--- src/rtl/alu_pkg.sv ---
`timescale 1ns/1ps
`default_nettype none
// ============================================================================
// Module      : alu_pkg
// Description : Shared types and constants for the ALU issue front end:
//               opcode enum, operand/opcode widths and issue FSM states.
// Revision    : 1.0 - initial release
// ============================================================================
package alu_pkg;

    localparam int ALU_W     = 4;
    localparam int ALU_SEL_W = 3;
    // One buffered command: {a, b, sel}
    localparam int CMD_W     = 2*ALU_W + ALU_SEL_W;

    typedef enum logic [ALU_SEL_W-1:0] {
        ADD = 3'b000,
        SUB = 3'b001,
        AND = 3'b010,
        OR  = 3'b011,
        XOR = 3'b100
    } alu_op_t;

    typedef enum logic [1:0] {
        ST_IDLE = 2'd0,
        ST_EXEC = 2'd1,
        ST_RESP = 2'd2
    } alu_issue_state_t;

    // Opcodes above XOR have no defined ALU function
    function automatic logic sel_is_legal(input logic [ALU_SEL_W-1:0] sel);
        return (sel <= XOR);
    endfunction

endpackage
`default_nettype wire

--- src/rtl/alu_cmd_fifo.sv ---
`timescale 1ns/1ps
`default_nettype none
// ============================================================================
// Module      : alu_cmd_fifo
// Description : Synchronous command FIFO. Push is ignored when full and pop
//               when empty; a push into an empty FIFO is readable next cycle.
// Revision    : 1.0 - initial release
// ============================================================================
module alu_cmd_fifo #(
    parameter int WIDTH = 11,
    parameter int DEPTH = 4
) (
    input  logic             clk,
    input  logic             rst_n,
    input  logic             push,
    input  logic [WIDTH-1:0] push_data,
    input  logic             pop,
    output logic [WIDTH-1:0] pop_data,
    output logic             full,
    output logic             empty
);

    localparam int ADDR_W = (DEPTH > 1) ? $clog2(DEPTH) : 1;

    logic [WIDTH-1:0]  mem_q [DEPTH];
    logic [ADDR_W-1:0] wr_ptr_q, wr_ptr_d;
    logic [ADDR_W-1:0] rd_ptr_q, rd_ptr_d;
    logic [DEPTH:0]    count_q, count_d;
    logic              w_do_push;
    logic              w_do_pop;

    assign full      = (count_q == (DEPTH+1)'(DEPTH));
    assign empty     = (count_q == '0);
    assign w_do_push = push && !full;
    assign w_do_pop  = pop && !empty;
    assign pop_data  = mem_q[rd_ptr_q];

    // Pointer and occupancy update; pointers wrap naturally at DEPTH
    always_comb begin
        wr_ptr_d = wr_ptr_q;
        rd_ptr_d = rd_ptr_q;
        count_d  = count_q;
        if (w_do_push) wr_ptr_d = wr_ptr_q + ADDR_W'(1);
        if (w_do_pop)  rd_ptr_d = rd_ptr_q + ADDR_W'(1);
        unique case ({w_do_push, w_do_pop})
            2'b10:   count_d = count_q + (DEPTH+1)'(1);
            2'b01:   count_d = count_q - (DEPTH+1)'(1);
            default: count_d = count_q;
        endcase
    end

    // Pointer and count registers
    always_ff @(posedge clk or negedge rst_n) begin
        if (!rst_n) begin
            wr_ptr_q <= '0;
            rd_ptr_q <= '0;
            count_q  <= '0;
        end else begin
            wr_ptr_q <= wr_ptr_d;
            rd_ptr_q <= rd_ptr_d;
            count_q  <= count_d;
        end
    end

    // Storage array; contents need no reset since occupancy gates reads
    always_ff @(posedge clk) begin
        if (w_do_push) mem_q[wr_ptr_q] <= push_data;
    end

endmodule
`default_nettype wire

--- src/rtl/alu_issue_ctrl.sv ---
`timescale 1ns/1ps
`default_nettype none
// ============================================================================
// Module      : alu_issue_ctrl
// Description : Buffers ALU commands, issues them one at a time on registered
//               operand/opcode outputs and returns the captured result on a
//               valid/ready response port.
//               Optional macro ALU_ISSUE_ILLEGAL_CHECK_EN flags opcodes
//               101..111 through rsp_err and forces a zero result.
// Revision    : 1.0 - initial release
// ============================================================================
module alu_issue_ctrl
    import alu_pkg::*;
#(
    parameter int DEPTH = 4
) (
    input  logic                 clk,
    input  logic                 rst_n,
    input  logic                 cmd_valid,
    output logic                 cmd_ready,
    input  logic [ALU_W-1:0]     cmd_a,
    input  logic [ALU_W-1:0]     cmd_b,
    input  logic [ALU_SEL_W-1:0] cmd_sel,
    output logic [ALU_W-1:0]     alu_a,
    output logic [ALU_W-1:0]     alu_b,
    output logic [ALU_SEL_W-1:0] alu_sel,
    input  logic [ALU_W-1:0]     alu_out,
    input  logic                 alu_carry,
    output logic                 rsp_valid,
    input  logic                 rsp_ready,
    output logic [ALU_W-1:0]     rsp_data,
    output logic                 rsp_carry,
    output logic                 rsp_zero,
    output logic                 rsp_err
);

    alu_issue_state_t       state_q, state_d;
    logic [ALU_W-1:0]       alu_a_q, alu_a_d;
    logic [ALU_W-1:0]       alu_b_q, alu_b_d;
    logic [ALU_SEL_W-1:0]   alu_sel_q, alu_sel_d;
    logic                   rsp_valid_q, rsp_valid_d;
    logic [ALU_W-1:0]       rsp_data_q, rsp_data_d;
    logic                   rsp_carry_q, rsp_carry_d;
    logic                   rsp_zero_q, rsp_zero_d;
`ifdef ALU_ISSUE_ILLEGAL_CHECK_EN
    logic                   rsp_err_q, rsp_err_d;
`endif

    logic                   w_fifo_pop;
    logic                   w_fifo_full;
    logic                   w_fifo_empty;
    logic [CMD_W-1:0]       w_fifo_head;

    // cmd_ready depends on registered FIFO state only, so no push when full
    assign cmd_ready = !w_fifo_full;

    alu_cmd_fifo #(
        .WIDTH (CMD_W),
        .DEPTH (DEPTH)
    ) u_cmd_fifo (
        .clk       (clk),
        .rst_n     (rst_n),
        .push      (cmd_valid && cmd_ready),
        .push_data ({cmd_a, cmd_b, cmd_sel}),
        .pop       (w_fifo_pop),
        .pop_data  (w_fifo_head),
        .full      (w_fifo_full),
        .empty     (w_fifo_empty)
    );

    // Issue FSM: pop/load in IDLE or on response acceptance, capture in EXEC
    always_comb begin
        state_d     = state_q;
        alu_a_d     = alu_a_q;
        alu_b_d     = alu_b_q;
        alu_sel_d   = alu_sel_q;
        rsp_valid_d = rsp_valid_q;
        rsp_data_d  = rsp_data_q;
        rsp_carry_d = rsp_carry_q;
        rsp_zero_d  = rsp_zero_q;
`ifdef ALU_ISSUE_ILLEGAL_CHECK_EN
        rsp_err_d   = rsp_err_q;
`endif
        w_fifo_pop  = 1'b0;
        unique case (state_q)
            ST_IDLE: begin
                if (!w_fifo_empty) begin
                    w_fifo_pop                      = 1'b1;
                    {alu_a_d, alu_b_d, alu_sel_d}   = w_fifo_head;
                    state_d                         = ST_EXEC;
                end
            end
            ST_EXEC: begin
                rsp_valid_d = 1'b1;
                rsp_data_d  = alu_out;
                rsp_carry_d = alu_carry;
                rsp_zero_d  = (alu_out == '0);
`ifdef ALU_ISSUE_ILLEGAL_CHECK_EN
                rsp_err_d   = 1'b0;
                if (!sel_is_legal(alu_sel_q)) begin
                    rsp_err_d   = 1'b1;
                    rsp_data_d  = '0;
                    rsp_carry_d = 1'b0;
                    rsp_zero_d  = 1'b1;
                end
`endif
                state_d     = ST_RESP;
            end
            ST_RESP: begin
                if (rsp_ready) begin
                    rsp_valid_d = 1'b0;
                    if (!w_fifo_empty) begin
                        w_fifo_pop                    = 1'b1;
                        {alu_a_d, alu_b_d, alu_sel_d} = w_fifo_head;
                        state_d                       = ST_EXEC;
                    end else begin
                        state_d = ST_IDLE;
                    end
                end
            end
            default: state_d = ST_IDLE;
        endcase
    end

    // State, issue and response registers
    always_ff @(posedge clk or negedge rst_n) begin
        if (!rst_n) begin
            state_q     <= ST_IDLE;
            alu_a_q     <= '0;
            alu_b_q     <= '0;
            alu_sel_q   <= '0;
            rsp_valid_q <= 1'b0;
            rsp_data_q  <= '0;
            rsp_carry_q <= 1'b0;
            rsp_zero_q  <= 1'b0;
`ifdef ALU_ISSUE_ILLEGAL_CHECK_EN
            rsp_err_q   <= 1'b0;
`endif
        end else begin
            state_q     <= state_d;
            alu_a_q     <= alu_a_d;
            alu_b_q     <= alu_b_d;
            alu_sel_q   <= alu_sel_d;
            rsp_valid_q <= rsp_valid_d;
            rsp_data_q  <= rsp_data_d;
            rsp_carry_q <= rsp_carry_d;
            rsp_zero_q  <= rsp_zero_d;
`ifdef ALU_ISSUE_ILLEGAL_CHECK_EN
            rsp_err_q   <= rsp_err_d;
`endif
        end
    end

    assign alu_a     = alu_a_q;
    assign alu_b     = alu_b_q;
    assign alu_sel   = alu_sel_q;
    assign rsp_valid = rsp_valid_q;
    assign rsp_data  = rsp_data_q;
    assign rsp_carry = rsp_carry_q;
    assign rsp_zero  = rsp_zero_q;
`ifdef ALU_ISSUE_ILLEGAL_CHECK_EN
    assign rsp_err   = rsp_err_q;
`else
    assign rsp_err   = 1'b0;
`endif

endmodule
`default_nettype wire

--- config.mk ---
export PLATFORM = sky130hd
export DESIGN_NAME = alu_issue_ctrl
export DESIGN_NICKNAME = d
export VERILOG_FILES = /design/src/rtl/alu_pkg.sv /design/src/rtl/alu_cmd_fifo.sv /design/src/rtl/alu_issue_ctrl.sv
export SDC_FILE = /design/constraint.sdc
export NUM_CORES = 1
export LEC_CHECK = 0
export CORE_ASPECT_RATIO = 0.7
export CORE_MARGIN = 10
export CORE_UTILIZATION = 57
export CTS_BUF_LIST = sky130_fd_sc_hd__clkbuf_4
export DETAILED_ROUTE_END_ITERATION = 10
export GPL_TIMING_DRIVEN = 0
export HOLD_SLACK_MARGIN = 0.03
export PLACE_DENSITY_LB_ADDON = 0.08
export SLEW_MARGIN = 20
export SYNTH_ARGS = -nofsm -noshare
export SYNTH_HDL_FRONTEND = slang
export SYNTH_SLANG_ARGS = --single-unit
export TNS_END_PERCENT = 1
--- constraint.sdc ---
create_clock -name clk -period 3.5 [get_ports clk]
set_input_delay 0.525 -clock clk [delete_from_list [all_inputs] [get_ports clk]]
set_output_delay 0.525 -clock clk [all_outputs]
set_load 0.005 [all_outputs]
==> results.json <==
{
  "run_status": "complete, no violations",
  "syn_area_per_cell_um2": 17.7,
  "synth.top_cell.area_share_pct": 43.4,
  "synthesis.instances": 172,
  "grt_max_degree": 30,
  "asyncSetResetFlopFracSynth_pct": 39.7,
  "groute.usage.overall_pct": 13.2,
  "total_via_count_after_detailed_routing": 1638,
  "reg2reg_setup_slack_ns": 0.52,
  "first_global_vias": 1702,
  "yosysTopAreaCell": "edfxtp_1",
  "detailedPlacementHpwl_um": 3770,
  "critPathMostFrequentCell": "inv_1",
  "max_freq_ghz": 0.320,
  "tightest_slew_ns": 0.664,
  "timing.max_slew.rel_slack_pct": 55.7,
  "synth-edff-count": 44,
  "antennaDiodeCount": 0,
  "synthTopCellsByCount": "edfxtp_1 (44), dfrtp_1 (29), mux4_2 (11)",
  "syn-num-nets": 201,
  "fill_cells": 343,
  "setup.worst_path.start_class": "input pin",
  "io-pin-count": 40,
  "postPlaceCellArea_mm2": 0.00351,
  "final-hold-violation-count": 0,
  "clock_sinks": 73,
  "post_cts.resized_instances": 0,
  "ys_dominant_reg_cell": "edfxtp_1",
  "timing.critical_path.required_ns": 3.75,
  "layout.nets": 250,
  "design.core.area_mm2": 0.00520,
  "initial_core_util_pct": 58.5,
  "clkSlewWorstSetupHoldPaths_ns": 0.11,
  "postSynthRegisterBits": 73,
  "global_route.overflow_total": 0,
  "die_wd_um": 107,
  "synth_area_mm2": 0.00304,
  "critical_path_arrival_ns": 3.37,
  "skew_ns": 0.0152,
  "synth_cell_type_count": 35,
  "vdd_ir_drop_max_mv": 0.553,
  "synth.top_cells.by_area": "edfxtp_1 (43%), dfrtp_1 (24%), mux4_2 (8.1%)",
  "min_period_ns": 3.12,
  "max_buffers_root_to_sink": 2,
  "final_design_area_no_fill_mm2": 0.00364,
  "number_of_optimization_iterations_in_the_first_detailed_route_pass": 4,
  "drtIter0Drc": 97,
  "static-leakage-power_uw": 0.00139,
  "drc_errors_left": 0,
  "stdcell_count": 298,
  "totalWireLength_um": 5320,
  "power_per_cell_area_mw_per_mm2": 873,
  "finish.utilization_pct": 70.0,
  "post_cts_hold_buffer_count": 0,
  "gp_congestion": 0.908,
  "cpMaxStageDelayCell": "clkdlybuf4s50_1",
  "cts_inserted_buffers": 9,
  "post_route_cells_drive_above_1_share_pct": 24.3,
  "r2r_cells": 11,
  "postCtsSetupBuffers": 0,
  "wl_per_cell_um": 17.8,
  "avgViaCountPerCell": 5.50,
  "fp-row-count": 22,
  "portBuffers": 38,
  "cts_tree": "built",
  "timing.max_cap.violations": 0,
  "p_total_uw": 3180,
  "setup-violations-final": 0,
  "synth_warnings": 0,
  "worstPathCellList": "clkdlybuf4s50_1 > inv_1 > a221oi_4 > buf_6 > ha_1 > inv_1 > fa_1 > nor2b_1 > o2111ai_1 > nand4_1 > o311ai_0",
  "syn2layout_area_growth_pct": 19.6,
  "hold_path.class": "in2async",
  "placed_cells": 282,
  "timing.critical_path.slowest_cell_delay_ns": 0.48,
  "dieArea_mm2": 0.00871,
  "grt_pass1_wl_um": 8560,
  "clk_latency_ns": 0.40,
  "synth.yosys.seq_area_share_pct": 67.2,
  "route.antenna.remaining_nets": 0,
  "root_buffer": "clkbuf_4",
  "grt_setup_unrepaired": "false",
  "yosysMostFrequentCell": "edfxtp_1",
  "number_of_antenna_violations_at_the_first_check_in_global_routing": 0,
  "crit-reg2reg-capture": "u_cmd_fifo.count_q[4]",
  "r2r-start": "u_cmd_fifo.count_q[1]",
  "timing.final.crit_share_pct": 89.2,
  "criticalPathCategory": "in2reg",
  "die_h_um": 81.1,
  "totalNegativeSetupSlack_ns": 0,
  "htree_levels": 3,
  "critPathMaxFanout": 10,
  "critPathCaptureType": "flop",
  "final_report_max_slew_violation_count": 0
}
## state kept, by name, indices dropped and copies added, names as in the netlist, 2 cells and up
register / flops
alu_a: 4
alu_b: 4
state_q: 2
u_cmd_fifo.rd_ptr_q: 2
u_cmd_fifo.wr_ptr_q: 2
rsp_data: 4
alu_sel: 3
u_cmd_fifo.mem_q: 44
u_cmd_fifo.count_q: 5
## worst max-delay path: cells and delay by family
family          cells  cell delay, ns
compound gates      3            0.74
buf+inv             4            0.96
fa+ha+maj           2            0.76
simple gates        2            0.36
## layer usage
| metal | vias up | routed length, um | track usage, % |
|---|---|---|---|
| met5 | - | 0 | 0 |
| li1 | 755 | - | - |
| met3 | 2 | 372 | 6.88 |
| met4 | 0 | 21 | 2.79 |
| met2 | 46 | 2640 | 22.1 |
| met1 | 835 | 2280 | 14.9 |
## where the power goes
group	switching [uW]	total, uW	internal (uW)
combinational	560	1310	750
sequential	171	1380	1210
clock	261	489	228
## cell usage in the layout, fill, tap and decap left out, types with 6 or more instances in the layout
cell              n
clkbuf_4         11
clkdlybuf4s50_1  37
dfrtp_1          29
edfxtp_1         44
ha_1              8
inv_1            10
mux2_2            9
mux2_4            8
mux4_2           11
nand2_1           7
o21ai_0           6
## cell families (layout without fill, tap and decap cells)
| logic type | after synthesis | in the layout | share of synthesized area [%] |
|---|---|---|---|
| buffers and inverters | 16 | 70 | 2.59 |
| other | 1 | 1 | 0.123 |
| xor gates and xnor gates | 6 | 6 | 1.73 |
| muxes | 28 | 28 | 15.4 |
| adders and majority gates | 9 | 9 | 3.95 |
| and+or+nand+nor | 23 | 23 | 5.01 |
| AOI/OAI and AO/OA | 16 | 16 | 3.95 |
| DFF | 73 | 73 | 67.2 |
## worst max path at each step
| stage | startpoint | endpoint | slack, ns | cells past startpoint |
|---|---|---|---|---|
| 2_1_floorplan | rsp_ready | u_cmd_fifo.count_q[4] | 0.85 | 9 |
| 6_report | rsp_ready | u_cmd_fifo.count_q[4] | 0.38 | 11 |
| 4_1_cts | rsp_ready | u_cmd_fifo.count_q[4] | 0.45 | 10 |
| 3_5_place_dp | rsp_ready | u_cmd_fifo.count_q[4] | 0.02 | 10 |
| 5_1_grt | rsp_ready | u_cmd_fifo.count_q[4] | 0.23 | 11 |
| 3_3_place_gp | rsp_ready | u_cmd_fifo.count_q[4] | 0.18 | 10 |
## final cells by class
type	count	area, um2	area share, %
Sequential cell	73	2050	56.2
Multi-Input combinational cell	83	918	25.2
Clock inverter	5	47.5	1.31
Clock buffer	11	82.6	2.27
Inverter	10	37.5	1.03
Buffer	6	41.3	1.13
Timing Repair Buffer	38	375	10.3
Tap cell	72	90.1	2.48
## per-stage QoR
stage,setup slack (ns),hold WS [ns]
floorplan,0.853,0.229
global placement,0.177,0.460
detailed placement,0.0248,0.487
CTS,0.454,0.141
global route,0.228,0.141
finish,0.376,0.136
Power figures use the tool's default switching activity.
==> patch (same flow settings) <==
Re-encode `alu_issue_state_t` (3 states) as one-hot, 3 bits wide.
--- a/src/rtl/alu_pkg.sv
+++ b/src/rtl/alu_pkg.sv
@@ -22,8 +22,8 @@
     } alu_op_t;
 
-    typedef enum logic [1:0] {
-        ST_IDLE = 2'd0,
-        ST_EXEC = 2'd1,
-        ST_RESP = 2'd2
+    typedef enum logic [2:0] {
+        ST_IDLE = 3'b001,
+        ST_EXEC = 3'b010,
+        ST_RESP = 3'b100
     } alu_issue_state_t;
 
Behaviour: no difference found for any inputs over 10 cycles, from zero or initial values and one cycle with rst_n low; not proved beyond that.
==> patch against the unedited design <==
  * Clock skew fell by 3.0 ps
  * Setup slack got worse by 200 ps
  * Area after synthesis rose by 4.4%
  * Sequential cell count rose by 1
  * Final area rose by 4.1%
  * Power rose by 6.5%
  * Routed wire length rose by 13%
  * Die area rose by 3.4%
  * Maximum frequency fell by 6.0%
  * Worst hold slack improved by 21 ps
==> patch: results (changes against the unedited design) <==
cells_and_area:
  buf_share: 0.111  # was 0.114
  fin_cells: 312  # was 298
  inv_count: 7  # was 10
  n_all_buffers: 46  # was 44
  multi_input_area_share: 0.277  # was 0.252
  nMultiInputCombCells: 97  # was 83
  fill_cells: 359  # was 343
  nClkBuffers: 10  # was 11
  drive_gt1_frac: 0.238  # was 0.243
  seq_share: 0.547  # was 0.562
outcome:
  outcome: "finished clean"  # unchanged
setup_path:
  r2r-start: "state_q[0]"  # was u_cmd_fifo.count_q[1]
  r2r_slack_ps: 360  # was 520 ps
  cpPeakStageDelay_ps: 640  # was 480 ps
  critical_path.top_delay_family: "simple AND/OR/NAND/NOR gates"  # was buffers and inverters
  slowest_stage: "or4b_2"  # was clkdlybuf4s50_1
logic_synthesis:
  synthTopCellsByCount: "edfxtp_1 (44), dfrtp_1 (29), mux2_2 (12), mux4_2 (11)"  # was edfxtp_1 (44), dfrtp_1 (29), mux4_2 (11), inv_1 (10), mux2_2 (9)
  synthCells: 186  # was 172
detailed_routing:
  drt-met1-wl_mm: 2.64  # was 2.28 mm
  met2_length_mm: 2.99  # was 2.64 mm
  wl_met3_um: 348  # was 372 um
  drt_wl_total_mm: 6.00  # was 5.32 mm
timing:
  whs_ps: 157  # was 136 ps
  clock_skew_ps: 12.2  # was 15.2 ps
grt:
  met3_usage: 0.0665  # was 0.0688
  grt_util_all_layers: 0.145  # was 0.132
  grt_use_met1: 0.175  # was 0.149
  grt_max_degree: 31  # was 30
placed_design:
  place.gp.congestion: 0.764  # was 0.908
floorplan:
  die_w_um: 109  # was 107 um
pwr:
  ir_worst_vdd_uv: 361  # was 553 uV
[patch: changes by cell type after synthesis, moves of 4 or more]
cell	unedited run	this run
and2_1	0	6
and3_2	4	0
nand2_1	7	2
nand3_1	0	4
nor3b_1	0	5
[patch: cell families (layout without fill, tap and decap cells)]
group                    after synthesis  in the layout  share of synthesized area
other                                  1              1                    0.00118
adder cells (fa/ha/maj)                9              9                     0.0378
XOR/XNOR                               4              4                     0.0110
flip-flops                            74             74                      0.652
AND/OR/NAND/NOR                       31             31                     0.0681
multiplexers                          31             31                      0.158
AO/OA/AOI/OAI                         21             21                     0.0492
buffers and inverters                 15             69                     0.0220
[patch: repair_timing]
item	CTS	global route
endpoints found under the setup margin	0	1
endpoints found under the hold margin	0	0
gates resized for setup	0	2
[patch: power groups by stage]
stage	combinational, mW	sequential, mW	clock [mW]
finish	1.50	1.39	0.494
global route	1.64	1.43	0.556
CTS	1.50	1.40	0.514
detailed placement	1.49	1.41	0
global placement	1.41	1.39	0
floorplan	0.990	1.38	0
